==> config.mk <==
export PLATFORM = sky130hd
export DESIGN_NAME = lane_note_scroller_flat
export DESIGN_NICKNAME = d
export VERILOG_FILES = /design/src/rtl/lane_note_scroller_if.sv /design/src/rtl/lane_note_scroller.sv /design/src/flat_wrapper.sv
export SDC_FILE = /design/constraint.sdc
export NUM_CORES = 1
export LEC_CHECK = 0
export ABC_AREA = 0
export CAP_MARGIN = 20
export CORE_MARGIN = 3
export CORE_UTILIZATION = 50
export CTS_CLUSTER_SIZE = 12
export DETAILED_ROUTE_END_ITERATION = 8
export DONT_BUFFER_PORTS = 1
export GPL_TIMING_DRIVEN = 0
export SYNTH_ARGS = -nofsm -noshare
export SYNTH_HDL_FRONTEND = slang
export SYNTH_SLANG_ARGS = --single-unit
==> constraint.sdc <==
create_clock -name CLOCK_25 -period 8.25 [get_ports CLOCK_25]
set_input_delay 0.825 -clock CLOCK_25 [delete_from_list [all_inputs] [get_ports CLOCK_25]]
set_output_delay 0.825 -clock CLOCK_25 [all_outputs]
set_load 0.005 [all_outputs]
==> src/rtl/lane_note_scroller_if.sv <==
// Bundle of the note-scroller's control, scoring and render signals.
// master: note/command source + VGA fetch side (drives requests, reads results).
// slave : lane_note_scroller itself.
//   frame_tick     one-cycle pulse per frame
//   spawn_valid/spawn_mask/spawn_ready   new-row request and free-slot indication
//   hit_valid/hit_mask/hit_ok            player press and lanes it cleared
//   miss_pulse/miss_mask                 rows retired by scrolling
//   next_x/next_y/sprite_pattern         pixel fetch and its lane coverage
//   active_rows                          number of rows in flight
interface lane_note_scroller_if #(
    parameter int unsigned LANES = 4,
    parameter int unsigned SLOTS = 8
);
    localparam int unsigned CNT_W = $clog2(SLOTS + 1);

    logic              frame_tick;
    logic              spawn_valid;
    logic [LANES-1:0]  spawn_mask;
    logic              spawn_ready;
    logic              hit_valid;
    logic [LANES-1:0]  hit_mask;
    logic [LANES-1:0]  hit_ok;
    logic              miss_pulse;
    logic [LANES-1:0]  miss_mask;
    logic [9:0]        next_x;
    logic [9:0]        next_y;
    logic [LANES-1:0]  sprite_pattern;
    logic [CNT_W-1:0]  active_rows;

    modport master (
        output frame_tick, spawn_valid, spawn_mask, hit_valid, hit_mask, next_x, next_y,
        input  spawn_ready, hit_ok, miss_pulse, miss_mask, sprite_pattern, active_rows
    );

    modport slave (
        input  frame_tick, spawn_valid, spawn_mask, hit_valid, hit_mask, next_x, next_y,
        output spawn_ready, hit_ok, miss_pulse, miss_mask, sprite_pattern, active_rows
    );
endinterface

==> src/rtl/lane_note_scroller.sv <==
// Multi-lane note scroller: keeps up to SLOTS note rows (lane mask + y),
// scrolls them each frame, scores presses inside the hit window, reports
// rows that fall off screen, and renders lane coverage for the pixel fetch.
// Ports:
//   CLOCK_25  sole clock, rising edge
//   reset     synchronous, active-high
//   bus       lane_note_scroller_if.slave (all request/result signals)
module lane_note_scroller #(
    parameter int unsigned LANES    = 4,
    parameter int unsigned SLOTS    = 8,
    parameter int unsigned Y_W      = 11,
    parameter int unsigned Y_INI    = 0,
    parameter int unsigned SPEED    = 2,
    parameter int unsigned NOTE_H   = 16,
    parameter int unsigned LANE_X0  = 160,
    parameter int unsigned LANE_W   = 80,
    parameter int unsigned SCREEN_H = 480,
    parameter int unsigned HIT_Y    = 400,
    parameter int unsigned HIT_WIN  = 12
) (
    input  logic                  CLOCK_25,
    input  logic                  reset,
    lane_note_scroller_if.slave   bus
);
    localparam int unsigned YC_W   = Y_W + 1;
    localparam int unsigned CNT_W  = $clog2(SLOTS + 1);
    localparam int unsigned IDX_W  = (SLOTS > 1) ? $clog2(SLOTS) : 1;
    localparam int unsigned WIN_LO = HIT_Y - HIT_WIN;
    localparam int unsigned WIN_HI = HIT_Y + HIT_WIN;

    // Slot state
    logic [SLOTS-1:0]  r_valid;
    logic [LANES-1:0]  r_mask [SLOTS];
    logic [Y_W-1:0]    r_y    [SLOTS];

    // Registered outputs
    logic [LANES-1:0]  r_hit_ok;
    logic              r_miss_pulse;
    logic [LANES-1:0]  r_miss_mask;
    logic [LANES-1:0]  r_sprite;
    logic [CNT_W-1:0]  r_active;

    // Next-state values
    logic [SLOTS-1:0]  w_valid_n;
    logic [LANES-1:0]  w_mask_n [SLOTS];
    logic [Y_W-1:0]    w_y_n    [SLOTS];
    logic [LANES-1:0]  w_hit_ok_n;
    logic              w_miss_pulse_n;
    logic [LANES-1:0]  w_miss_mask_n;
    logic [LANES-1:0]  w_sprite_n;
    logic [CNT_W-1:0]  w_active_n;

    logic              w_spawn_ready;
    logic              w_spawn_go;
    logic [IDX_W-1:0]  w_free_idx;
    logic [LANES-1:0]  w_in_lane;

    assign w_spawn_ready = ~(&r_valid);
    assign w_spawn_go    = bus.spawn_valid && w_spawn_ready && (bus.spawn_mask != '0);

    // Lowest-index free slot, taken from the state before this cycle's updates
    always_comb begin
        w_free_idx = '0;
        for (int s = int'(SLOTS) - 1; s >= 0; s--) begin
            if (!r_valid[s]) begin
                w_free_idx = IDX_W'(s);
            end
        end
    end

    // Which lane column the fetched pixel falls in
    always_comb begin
        w_in_lane = '0;
        for (int l = 0; l < int'(LANES); l++) begin
            w_in_lane[l] = (32'(bus.next_x) >= LANE_X0 + LANE_W * 32'(l)) &&
                           (32'(bus.next_x) <  LANE_X0 + LANE_W * 32'(l + 1));
        end
    end

    // Slot update in the order hit -> tick -> spawn, plus output pulses
    always_comb begin
        w_valid_n      = r_valid;
        w_hit_ok_n     = '0;
        w_miss_pulse_n = 1'b0;
        w_miss_mask_n  = '0;
        w_active_n     = '0;
        for (int s = 0; s < int'(SLOTS); s++) begin
            w_mask_n[s] = r_mask[s];
            w_y_n[s]    = r_y[s];
        end

        for (int s = 0; s < int'(SLOTS); s++) begin
            if (r_valid[s] && bus.hit_valid &&
                YC_W'(r_y[s]) >= YC_W'(WIN_LO) && YC_W'(r_y[s]) <= YC_W'(WIN_HI)) begin
                w_hit_ok_n  = w_hit_ok_n | (r_mask[s] & bus.hit_mask);
                w_mask_n[s] = r_mask[s] & ~bus.hit_mask;
                if (w_mask_n[s] == '0) begin
                    w_valid_n[s] = 1'b0;
                end
            end

            // Advance in Y_W+1 bits so a row near the bottom cannot wrap
            if (w_valid_n[s] && bus.frame_tick) begin
                if (YC_W'(r_y[s]) + YC_W'(SPEED) >= YC_W'(SCREEN_H)) begin
                    w_valid_n[s]   = 1'b0;
                    w_miss_pulse_n = 1'b1;
                    w_miss_mask_n  = w_miss_mask_n | w_mask_n[s];
                    w_mask_n[s]    = '0;
                end else begin
                    w_y_n[s] = r_y[s] + Y_W'(SPEED);
                end
            end

            // The chosen slot was free before the update, so hit/tick never touched it
            if (w_spawn_go && (IDX_W'(s) == w_free_idx)) begin
                w_valid_n[s] = 1'b1;
                w_mask_n[s]  = bus.spawn_mask;
                w_y_n[s]     = Y_W'(Y_INI);
            end
        end

        for (int s = 0; s < int'(SLOTS); s++) begin
            w_active_n = w_active_n + CNT_W'(w_valid_n[s]);
        end
    end

    // Lane coverage of the fetched pixel from the current rows
    always_comb begin
        w_sprite_n = '0;
        for (int l = 0; l < int'(LANES); l++) begin
            for (int s = 0; s < int'(SLOTS); s++) begin
                if (w_in_lane[l] && r_valid[s] && r_mask[s][l] &&
                    YC_W'(bus.next_y) >= YC_W'(r_y[s]) &&
                    YC_W'(bus.next_y) <  YC_W'(r_y[s]) + YC_W'(NOTE_H)) begin
                    w_sprite_n[l] = 1'b1;
                end
            end
        end
    end

    // State and output registers
    always_ff @(posedge CLOCK_25) begin
        if (reset) begin
            r_valid      <= '0;
            r_hit_ok     <= '0;
            r_miss_pulse <= 1'b0;
            r_miss_mask  <= '0;
            r_sprite     <= '0;
            r_active     <= '0;
            for (int s = 0; s < int'(SLOTS); s++) begin
                r_mask[s] <= '0;
                r_y[s]    <= '0;
            end
        end else begin
            r_valid      <= w_valid_n;
            r_hit_ok     <= w_hit_ok_n;
            r_miss_pulse <= w_miss_pulse_n;
            r_miss_mask  <= w_miss_mask_n;
            r_sprite     <= w_sprite_n;
            r_active     <= w_active_n;
            for (int s = 0; s < int'(SLOTS); s++) begin
                r_mask[s] <= w_mask_n[s];
                r_y[s]    <= w_y_n[s];
            end
        end
    end

    assign bus.spawn_ready    = w_spawn_ready;
    assign bus.hit_ok         = r_hit_ok;
    assign bus.miss_pulse     = r_miss_pulse;
    assign bus.miss_mask      = r_miss_mask;
    assign bus.sprite_pattern = r_sprite;
    assign bus.active_rows    = r_active;
endmodule

==> src/flat_wrapper.sv <==
// flat-port wrapper written by rule: the top's interface ports become plain ports
module lane_note_scroller_flat 
#(
    parameter int unsigned LANES    = 4,
    parameter int unsigned SLOTS    = 8,
    parameter int unsigned Y_W      = 11,
    parameter int unsigned Y_INI    = 0,
    parameter int unsigned SPEED    = 2,
    parameter int unsigned NOTE_H   = 16,
    parameter int unsigned LANE_X0  = 160,
    parameter int unsigned LANE_W   = 80,
    parameter int unsigned SCREEN_H = 480,
    parameter int unsigned HIT_Y    = 400,
    parameter int unsigned HIT_WIN  = 12
)
  (CLOCK_25, reset, bus_frame_tick, bus_spawn_valid, bus_spawn_mask, bus_hit_valid, bus_hit_mask, bus_next_x, bus_next_y, bus_spawn_ready, bus_hit_ok, bus_miss_pulse, bus_miss_mask, bus_sprite_pattern, bus_active_rows);
  lane_note_scroller_if #(.LANES(LANES), .SLOTS(SLOTS)) bus_i ();
  input  logic CLOCK_25;
  input  logic reset;
  input wire logic [$bits(bus_i.frame_tick)-1:0] bus_frame_tick;
  input wire logic [$bits(bus_i.spawn_valid)-1:0] bus_spawn_valid;
  input wire logic [$bits(bus_i.spawn_mask)-1:0] bus_spawn_mask;
  input wire logic [$bits(bus_i.hit_valid)-1:0] bus_hit_valid;
  input wire logic [$bits(bus_i.hit_mask)-1:0] bus_hit_mask;
  input wire logic [$bits(bus_i.next_x)-1:0] bus_next_x;
  input wire logic [$bits(bus_i.next_y)-1:0] bus_next_y;
  output wire logic [$bits(bus_i.spawn_ready)-1:0] bus_spawn_ready;
  output wire logic [$bits(bus_i.hit_ok)-1:0] bus_hit_ok;
  output wire logic [$bits(bus_i.miss_pulse)-1:0] bus_miss_pulse;
  output wire logic [$bits(bus_i.miss_mask)-1:0] bus_miss_mask;
  output wire logic [$bits(bus_i.sprite_pattern)-1:0] bus_sprite_pattern;
  output wire logic [$bits(bus_i.active_rows)-1:0] bus_active_rows;
  assign bus_i.frame_tick = bus_frame_tick;
  assign bus_i.spawn_valid = bus_spawn_valid;
  assign bus_i.spawn_mask = bus_spawn_mask;
  assign bus_i.hit_valid = bus_hit_valid;
  assign bus_i.hit_mask = bus_hit_mask;
  assign bus_i.next_x = bus_next_x;
  assign bus_i.next_y = bus_next_y;
  assign bus_spawn_ready = bus_i.spawn_ready;
  assign bus_hit_ok = bus_i.hit_ok;
  assign bus_miss_pulse = bus_i.miss_pulse;
  assign bus_miss_mask = bus_i.miss_mask;
  assign bus_sprite_pattern = bus_i.sprite_pattern;
  assign bus_active_rows = bus_i.active_rows;
  lane_note_scroller #(.LANES(LANES), .SLOTS(SLOTS), .Y_W(Y_W), .Y_INI(Y_INI), .SPEED(SPEED), .NOTE_H(NOTE_H), .LANE_X0(LANE_X0), .LANE_W(LANE_W), .SCREEN_H(SCREEN_H), .HIT_Y(HIT_Y), .HIT_WIN(HIT_WIN)) u_core (.CLOCK_25(CLOCK_25), .reset(reset), .bus(bus_i));
endmodule
==> results.yml, run 1 <==
logic_synthesis:
  synth_top_area_frac: 0.2438
  syn_area_um2: 11250
  synthSimpleGateAreaFrac: 0.2552
  synthArstFlopShare: 0
  synth_compound_area_frac: 0.1853
  synth_top_family_by_area: "simple AND/OR/NAND/NOR gates"
  synthFlopType: "dfxtp_1"
  avgSynthCellArea_um2: 8.023
  ys_seq_area_frac: 0.2438
  synth_warnings: 0
  synth_xor_area_frac: 0.07786
  postSynthCellCount: 1402
  syn_nets: 1594
  ys_ff_latch: 137
  yosysTopAreaCell: "dfxtp_1"
  synthTopCellsByArea: "dfxtp_1 (24%), ha_1 (17%), xnor2_1 (7.7%), nor2_1 (4.7%), nand2_1 (4.2%)"
  synth_edf_count: 0
  ys_types: 91
  synth-adder-area-share: 0.1795
  synth.area.mux_share: 0.003893
floorplan:
  ios: 51
  die_w_um: 156.0
  fp.dieH_um: 156.0
  rows: 54
  initial_core_util: 0.5123
  core-area_um2: 21960
  die-area_um2: 24330
timing:
  min_period_ns: 5.025
  fmaxAchievable_mhz: 199.0
  final-max-slew-violation-count: 0
  finalClockSkew_ns: 0.01819
  rsz0062_at_grt: "no"
  max_slew_margin: 0.2917
  setup_ws_ns: 3.225
  finalSetupViolCount: 0
  setup_tns_ns: 0
  hold_viol_final: 0
  post-route-period-util: 0.6090
  worst_slew_pin_slew_ns: 1.054
global_route:
  gr-total-overflow: 0
  grt_usage: 0.2958
  grt_antenna_before_repair: 1
  grt_pass1_vias: 9916
  grt_pass1_wl_um: 56260
  grt_max_degree: 17
clocking:
  hold_buffers: 0
  cts_setup_buffers: 0
  clock_sinks: 137
  clock_path_buffers: 2
  h-tree-depth: 4
  clk_latency_ns: 0.43
  numCtsBuffers: 17
  cts.clk_slew.worst_paths_ns: 0.06
  root_buffer: "clkbuf_16"
  tritoncts: "done"
  ctsResizeCount: 0
worst_setup_path:
  critical_path_arrival_ns: 5.38
  startpoint_type: "primary input"
  crit_type: "primary input to flip-flop"
  cp.required_ns: 8.60
  r2r.worst_path.cells: 12
  rr_startpoint: "u_core.r_y[0][28]$_SDFFE_PP0P_"
  cp_max_fo: 9
  critPathSlowestCell: "clkbuf_1"
  cpMostUsedCell: "fa_1"
  regToRegSetupSlack_ns: 3.45
  r2r-end: "u_core.bus.active_rows[1]$_SDFF_PP0_"
  crit_path_end_kind: "flip-flop"
  path_cells: "clkbuf_1 -> o41ai_1 -> buf_2 -> nor2_1 -> nand4_1 -> nor2_1 -> a31oi_1 -> fa_1 -> fa_1 -> inv_1 -> fa_1 -> inv_1 -> fa_1 -> nor2_1"
  max_stage_delay_ns: 0.55
final_layout:
  final_cell_mix: "ha_1 (155), nor2_1 (141), dfxtp_1 (137)"
  diodes: 0
  seq_area_um2: 2743
  n_fill_cell: 2102
  final_net_count: 1616
  area_growth_pct: 8.843
  final_common_cell: "ha_1"
  multi_input_area_um2: 7895
  layout-drive-gt1-share: 0.05567
power:
  ir_drop_mv: 0.1157
  power_frac_comb: 0.089
  internal_power_w: 0.001248
  switching_share: 0.2438
  powerDensity_nw_per_um2: 134.8
  p_sw_w: 0.0004023
  pwr-share-seq: 0.408
  clock_power_share: 0.503
  leakagePower_nw: 4.327
placed_design:
  dp_slack_ns: 2.949
  portBuffers: 0
  place_congestion: 1.065
  dpl.hpwl_um: 26910
hold_path:
  hold_start: "u_core.r_y[0][32]$_SDFFE_PP0P_"
  hp-class: "flip-flop to flip-flop"
  hold_depth: 2
  min_to: "u_core.r_y[0][32]$_SDFFE_PP0P_"
routing:
  first_pass_iters: 6
  drt-vias-per-instance: 6.062
  first_iter_violations: 940
  vias: 10408
  postRouteAntennaNets: 0
  drt-total-wl_um: 35740
  drc: 0
  wl_per_cell_um: 20.81
outcome:
  status: "complete, no violations"
job:
  cap_violations: 0
[cells by family after synthesis]
logic type	count (synthesis)
XOR/XNOR	100
buffers and inverters	158
multiplexers	4
flip-flops	137
adder cells (fa/ha/maj)	159
AO/OA/AOI/OAI	296
AND/OR/NAND/NOR	548
[power by group through the flow]
| stage | clock, W | combinational, W | sequential [W] |
|---|---|---|---|
| 6_report | 0.000829 | 0.000147 | 0.000673 |
| 5_1_grt | 0.000868 | 0.000168 | 0.000674 |
| 4_1_cts | 0.000841 | 0.000146 | 0.000673 |
| 3_5_place_dp | 0 | 0.000145 | 0.000688 |
| 3_3_place_gp | 0 | 0.000142 | 0.000688 |
| 2_1_floorplan | 0 | 0.000107 | 0.000685 |
[metal layers]
metal	share of wire	track usage	routed length [µm]	vias to the layer above
li1	-	-	-	5120
met1	0.45	0.3889	15970	4878
met2	0.46	0.4816	16340	316
met3	0.052	0.04383	1854	94
met4	0.044	0.1320	1571	0
met5	0	0	0	-
[metrics by stage]
stage | instances | cell area [µm²] | power, W | hold WS [ns] | utilization
global route | 1717 | 12240 | 0.001709 | 0.5158 | 0.5576
floorplan | 1402 | 11250 | 0.0007917 | 0.4289 | -
CTS | 1717 | 12240 | 0.001661 | 0.4712 | 0.5576
global placement | 1682 | 11600 | 0.0008299 | 0.4586 | 0.5282
finish | 1717 | 12240 | 0.001650 | 0.4793 | 0.5576
detailed placement | 1685 | 11610 | 0.0008330 | 0.4573 | 0.5289
[how the worst max path moves through the flow]
stage | slack (ns) | cells past startpoint | endpoint | startpoint
2_1_floorplan | 3.57 | 15 | u_core.bus.active_rows[1]$_SDFF_PP0_ | bus_hit_valid
3_3_place_gp | 2.28 | 13 | u_core.bus.active_rows[1]$_SDFF_PP0_ | bus_spawn_mask[0]
3_5_place_dp | 2.95 | 14 | u_core.bus.active_rows[1]$_SDFF_PP0_ | bus_spawn_mask[1]
4_1_cts | 3.40 | 14 | u_core.bus.active_rows[1]$_SDFF_PP0_ | bus_spawn_mask[1]
5_1_grt | 3.10 | 13 | u_core.bus.active_rows[1]$_SDFF_PP0_ | u_core.r_y[0][26]$_SDFFE_PP0P_
6_report | 3.23 | 14 | u_core.bus.active_rows[1]$_SDFF_PP0_ | bus_spawn_mask[1]
[synth_stat cells (all sizes together), types with 7 or more instances]
cell type,count
a311oi,11
a21boi,12
o211ai,7
o2111ai,9
inv,120
a21oi,76
nand3,50
nor2b,18
o21ai,32
nor2,143
nor3b,10
or3,12
clkbuf,28
or2,7
o22ai,7
nor3,50
o31ai,7
and4b,7
xnor2,99
a21o,13
nand2,126
a22oi,15
ha,155
and3,16
nand2b,26
dfxtp,137
a211oi,23
nand4,38
buf,10
a31oi,22
nor4,12
[state kept, by name, indices dropped and copies added (netlist names)]
| register | cells |
|---|---|
| u_core.r_valid | 8 |
| u_core.bus.active_rows | 4 |
| u_core.bus.hit_ok | 4 |
| u_core.r_y | 80 |
| u_core.bus.miss_pulse | 1 |
| u_core.bus.sprite_pattern | 4 |
| u_core.bus.miss_mask | 4 |
| u_core.r_mask | 32 |
[worst max-delay path, delay by kind of cell]
kind | cells | cell delay (ns)
adders and majority gates | 4 | 1.92
and+or+nand+nor | 4 | 1.24
buffers and inverters | 4 | 0.89
AOI/OAI and AO/OA | 2 | 0.50
[layout make-up]
cell class | instances | share of cell area
Multi-Input combinational cell | 1107 | 0.6449
Clock buffer | 26 | 0.04241
Sequential cell | 137 | 0.2240
Clock inverter | 6 | 0.008891
Inverter | 120 | 0.03679
Buffer | 38 | 0.01318
Timing Repair Buffer | 3 | 0.001226
Tap cell | 280 | 0.02862
Power figures use the tool's default switching activity.
==> run 2, diff against run 1 <==
Settings changed: PLACE_DENSITY from default to 0.68.
Clock period 8.25 ns to 4.3 ns, I/O delays scaled along.
==> results.yml, run 2 (synthesized netlist as in run 1, its figures left out) <==
final_layout:
  n_fill_cell: 2039
  top_regs: "u_core.r_y: 80 flops, u_core.r_mask: 32 flops, u_core.r_valid: 8 flops"
  diodes: 0
  final_area_um2: 12570
  final_common_cell: "ha_1"
  final_cell_mix: "ha_1 (153), nor2_1 (140), nand2_1 (126)"
  layout-drive-gt1-share: 0.09122
  largest_reg_flops: 80
  fin_cells: 1727
  final_util: 0.5725
  area_growth_pct: 11.77
  final_net_count: 1627
  regMostFlops: "u_core.r_y"
floorplan:
  ios: 51
  rows: 54
  fp.dieH_um: 156.0
  die-area_um2: 24330
  die_w_um: 156.0
  core-area_um2: 21960
  initial_core_util: 0.5123
routing:
  first_pass_iters: 7
  postRouteAntennaNets: 0
  first_iter_violations: 1045
  vias: 10632
  drt-vias-per-instance: 6.156
  wl_per_cell_um: 21.13
  drt-total-wl_um: 36490
  drc: 0
outcome:
  status: "complete, no violations"
placed_design:
  place_congestion: 1.030
  portBuffers: 0
  dpl.hpwl_um: 27030
  dp.cells: 1685
  placed_area_um2: 11640
timing:
  hold_viol_final: 0
  worst_slew_pin_slew_ns: 1.056
  fmaxAchievable_mhz: 237.9
  finalSetupViolCount: 0
  finalClockSkew_ns: 0.01020
  max_slew_margin: 0.2960
  final-max-slew-violation-count: 0
  rsz0062_at_grt: "yes"
  setup_tns_ns: 0
  min_period_ns: 4.204
  post-route-period-util: 0.9776
  hold_ws_ns: 0.2398
hold_path:
  hp-class: "primary input to flip-flop"
  hold_depth: 2
clocking:
  numCtsBuffers: 17
  tritoncts: "done"
  clock_sinks: 137
  clock_path_buffers: 2
  clk_latency_ns: 0.43
  h-tree-depth: 4
  cts.clk_slew.worst_paths_ns: 0.06
  root_buffer: "clkbuf_16"
worst_setup_path:
  cp.required_ns: 4.66
  critical_path_arrival_ns: 4.57
  startpoint_type: "flip-flop"
  crit_path_end_kind: "flip-flop"
  crit_type: "flip-flop to flip-flop"
  r2r.worst_path.cells: 15
  cp_max_fo: 4
power:
  ir_drop_mv: 0.1950
  leakagePower_nw: 4.450
  powerDensity_nw_per_um2: 267.7
global_route:
  grt_usage: 0.3000
  grt_antenna_before_repair: 0
  grt_max_degree: 17
  grt_pass1_vias: 10210
  gr-total-overflow: 0
  grt_pass1_wl_um: 56930
job:
  cap_violations: 0
==> run 2: per-stage QoR <==
| step | total power, W | setup WS (ns) |
|---|---|---|
| floorplan | 0.001519 | 0.06913 |
| global placement | 0.001592 | -1.074 |
| detailed placement | 0.001602 | -0.7377 |
| CTS | 0.003382 | 0.001205 |
| global route | 0.003461 | -0.01179 |
| finish | 0.003366 | 0.09626 |
==> run 2: final cells by class <==
type | instances | area, µm² | share of cell area
plain buffers | 36 | 157.7 | 0.01254
clock buffers | 20 | 456.7 | 0.03633
clock inverters | 11 | 241.5 | 0.01921
inverters | 120 | 450.4 | 0.03583
multi-input cells | 1107 | 8018 | 0.6377
flip-flops and latches | 137 | 2769 | 0.2202
well taps | 280 | 350.3 | 0.02787
repair buffers | 16 | 128.9 | 0.01025
==> run 2: timing repair <==
item,4_1_cts,5_1_grt
buffers inserted,6,7
endpoints found under the setup margin,4,2
hold buffers,0,0
resized for setup,19,30
pin swaps,6,14
==> run 2: final timing paths <==
kind	startpoint	end	slack [ns]
worst max register to register	u_core.r_y[0][20]$_SDFFE_PP0P_	u_core.bus.active_rows[1]$_SDFF_PP0_	0.1
worst min register to register	u_core.r_y[1][10]$_SDFFE_PP0P_	u_core.r_y[1][10]$_SDFFE_PP0P_	0.48
worst min-delay path	bus_next_x[7]	u_core.bus.sprite_pattern[3]$_SDFF_PP0_	0.24
worst max-delay path	u_core.r_y[0][20]$_SDFFE_PP0P_	u_core.bus.active_rows[1]$_SDFF_PP0_	0.1
==> run 2: where the power goes <==
group          leakage (nW)  switching [W]  internal [W]  total (W)
clock network         0.341       0.000604       0.00118    0.00178
registers              1.11      0.0000134       0.00128    0.00129
logic                  3.00       0.000181      0.000113   0.000294
total                  4.45       0.000799       0.00257    0.00337
==> run 2: metal layers <==
metal	wire length (µm)	GRT usage	vias to the layer above
li1	-	-	5137
met1	15230	0.3721	4988
met2	17000	0.4967	407
met3	2553	0.06963	100
met4	1700	0.1346	0
met5	0	0	-
==> run 2: worst max-delay path: stages (launching register included) <==
cell and delay, ns:
dfxtp_4 0.36, or3b_1 0.37, a2111o_1 0.38, o41a_4 0.46, o211a_4 0.16, inv_2 0.06, a21o_1 0.13, ha_1 0.24
inv_2 0.06, fa_1 0.42, fa_1 0.51, inv_2 0.05, fa_2 0.38, inv_2 0.07, fa_1 0.38, nor2_1 0.10
==> run 3, diff against run 2 <==
Settings changed: CORE_MARGIN 3 to default, RECOVER_POWER from default to 25.
==> results.yml, run 3 (synthesized netlist as in run 1, its figures left out) <==
hold_path:
  hp-class: "primary input to flip-flop"
  min_to: "u_core.bus.sprite_pattern[2]$_SDFF_PP0_"
  hold_depth: 2
  hold_start: "bus_next_x[8]"
timing:
  finalSetupViolCount: 0
  min_period_ns: 4.116
  hold_viol_final: 0
  max_slew_margin: 0.009366
  fmaxAchievable_mhz: 243.0
  setup_tns_ns: 0
  finalClockSkew_ns: 0.01023
  final-max-slew-violation-count: 0
  setup_ws_ns: 0.1841
  hold_ws_ns: 0.2402
  rsz0062_at_grt: "no"
  post-route-period-util: 0.9572
  worst_slew_pin_slew_ns: 1.465
final_layout:
  layout-drive-gt1-share: 0.08494
  fin_cells: 1728
  area_growth_pct: 10.53
  regMostFlops: "u_core.r_y"
  largest_reg_flops: 80
  diodes: 0
  final_common_cell: "ha_1"
  top_regs: "u_core.r_y: 80 flops, u_core.r_mask: 32 flops, u_core.r_valid: 8 flops"
  final_net_count: 1627
  final_cell_mix: "ha_1 (153), nor2_1 (140), dfxtp_1 (127)"
floorplan:
  die_w_um: 152.0
  ios: 51
  die-area_um2: 23100
  fp.dieH_um: 152.0
  core-area_um2: 21960
  rows: 54
  initial_core_util: 0.5123
clocking:
  numCtsBuffers: 17
  root_buffer: "clkbuf_16"
  clk_latency_ns: 0.43
  clock_path_buffers: 2
  cts.clk_slew.worst_paths_ns: 0.06
  h-tree-depth: 4
  tritoncts: "done"
  hold_buffers: 0
  clock_sinks: 137
power:
  clock_power_share: 0.494
  leakagePower_nw: 4.376
  p_total_w: 0.003120
  power_frac_comb: 0.092
  p_sw_w: 0.0008008
  powerDensity_nw_per_um2: 251.0
  switching_share: 0.2566
  internal_power_w: 0.002319
  pwr-share-seq: 0.414
  ir_drop_mv: 0.2275
job:
  cap_violations: 1
routing:
  first_iter_violations: 938
  drt-total-wl_um: 35680
  drt-vias-per-instance: 6.171
  postRouteAntennaNets: 0
  first_pass_iters: 8
  vias: 10664
  wl_per_cell_um: 20.65
  drc: 2
worst_setup_path:
  cp.required_ns: 4.67
  critical_path_arrival_ns: 4.48
  crit_type: "flip-flop to flip-flop"
  rr_startpoint: "u_core.r_valid[1]$_SDFF_PP0_"
  r2r-end: "u_core.bus.active_rows[1]$_SDFF_PP0_"
  crit_path_end_kind: "flip-flop"
  regToRegSetupSlack_ns: 0.18
  startpoint_type: "flip-flop"
  r2r.worst_path.cells: 15
  cp_max_fo: 6
placed_design:
  dp_slack_ns: -0.5312
  place_congestion: 1.010
  dp.cells: 1685
  portBuffers: 0
  dpl.hpwl_um: 26550
global_route:
  grt_pass1_wl_um: 55990
  grt_usage: 0.3103
  grt_max_degree: 17
  grt_antenna_before_repair: 0
  grt_pass1_vias: 10004
  gr-total-overflow: 0
outcome:
  violations: "design-rule violations, max-capacitance violations"
  status: "complete, but fails checks"
run 3: routing by layer:
layer / up-vias / routed length, µm / track usage
li1: 5138 / - / -
met1: 5037 / 14700 / 0.3837
met2: 404 / 16990 / 0.5362
met3: 85 / 2576 / 0.05134
met4: 0 / 1413 / 0.1259
met5: - / 0 / 0
run 3: power groups by stage:
stage          Clock (W)  Combinational [W]  Sequential (W)
2_1_floorplan          0           0.000204         0.00131
3_3_place_gp           0           0.000271         0.00132
3_5_place_dp           0           0.000280         0.00132
4_1_cts          0.00154           0.000284         0.00129
5_1_grt          0.00160           0.000325         0.00129
6_report         0.00154           0.000288         0.00129
run 3: area by class of cell:
cell class | count | area, µm²
multi-input cells | 1107 | 7988
flip-flops and latches | 137 | 2758
clock inverters | 10 | 116.4
repair buffers | 16 | 120.1
inverters | 120 | 450.4
plain buffers | 36 | 156.4
fillers | 2062 | 9525
clock buffers | 22 | 494.2
well taps | 280 | 350.3
run 3: per-stage QoR:
step | util | area, µm²
after global placement | 0.5285 | 11610
after detailed placement | 0.5300 | 11640
after CTS | 0.5625 | 12350
final | 0.5662 | 12430
after floorplan | - | 11260
after global routing | 0.5662 | 12430
run 3: worst max-delay path: stages (launching register included):
cell      delay [ns]
dfxtp_1         0.52
nand2b_1        0.16
a2111o_1        0.44
o41a_4          0.38
o211a_4         0.15
inv_2           0.05
a21o_1          0.14
ha_1            0.24
inv_2           0.06
fa_1            0.43
fa_1            0.51
inv_1           0.05
fa_2            0.36
inv_2           0.06
fa_1            0.40
nor2_1          0.08
run 3: timing repair:
action | in CTS | in global routing
buffers inserted | 6 | 7
setup endpoints to repair | 4 | 2
pin swaps | 4 | 9
gates resized for setup | 12 | 27
run 3: worst max path at each step:
stage | start | end | slack [ns] | cells past startpoint
floorplan | u_core.r_y[0][17]$_SDFFE_PP0P_ | u_core.bus.active_rows[1]$_SDFF_PP0_ | 0.07 | 16
global placement | bus_spawn_mask[1] | u_core.bus.active_rows[1]$_SDFF_PP0_ | -0.95 | 13
detailed placement | u_core.r_y[0][28]$_SDFFE_PP0P_ | u_core.bus.active_rows[1]$_SDFF_PP0_ | -0.53 | 12
CTS | u_core.r_y[0][12]$_SDFFE_PP0P_ | u_core.bus.active_rows[1]$_SDFF_PP0_ | 0.002 | 17
global route | u_core.r_y[0][26]$_SDFFE_PP0P_ | u_core.bus.active_rows[1]$_SDFF_PP0_ | 0.008 | 14
finish | u_core.r_valid[1]$_SDFF_PP0_ | u_core.bus.active_rows[1]$_SDFF_PP0_ | 0.18 | 15
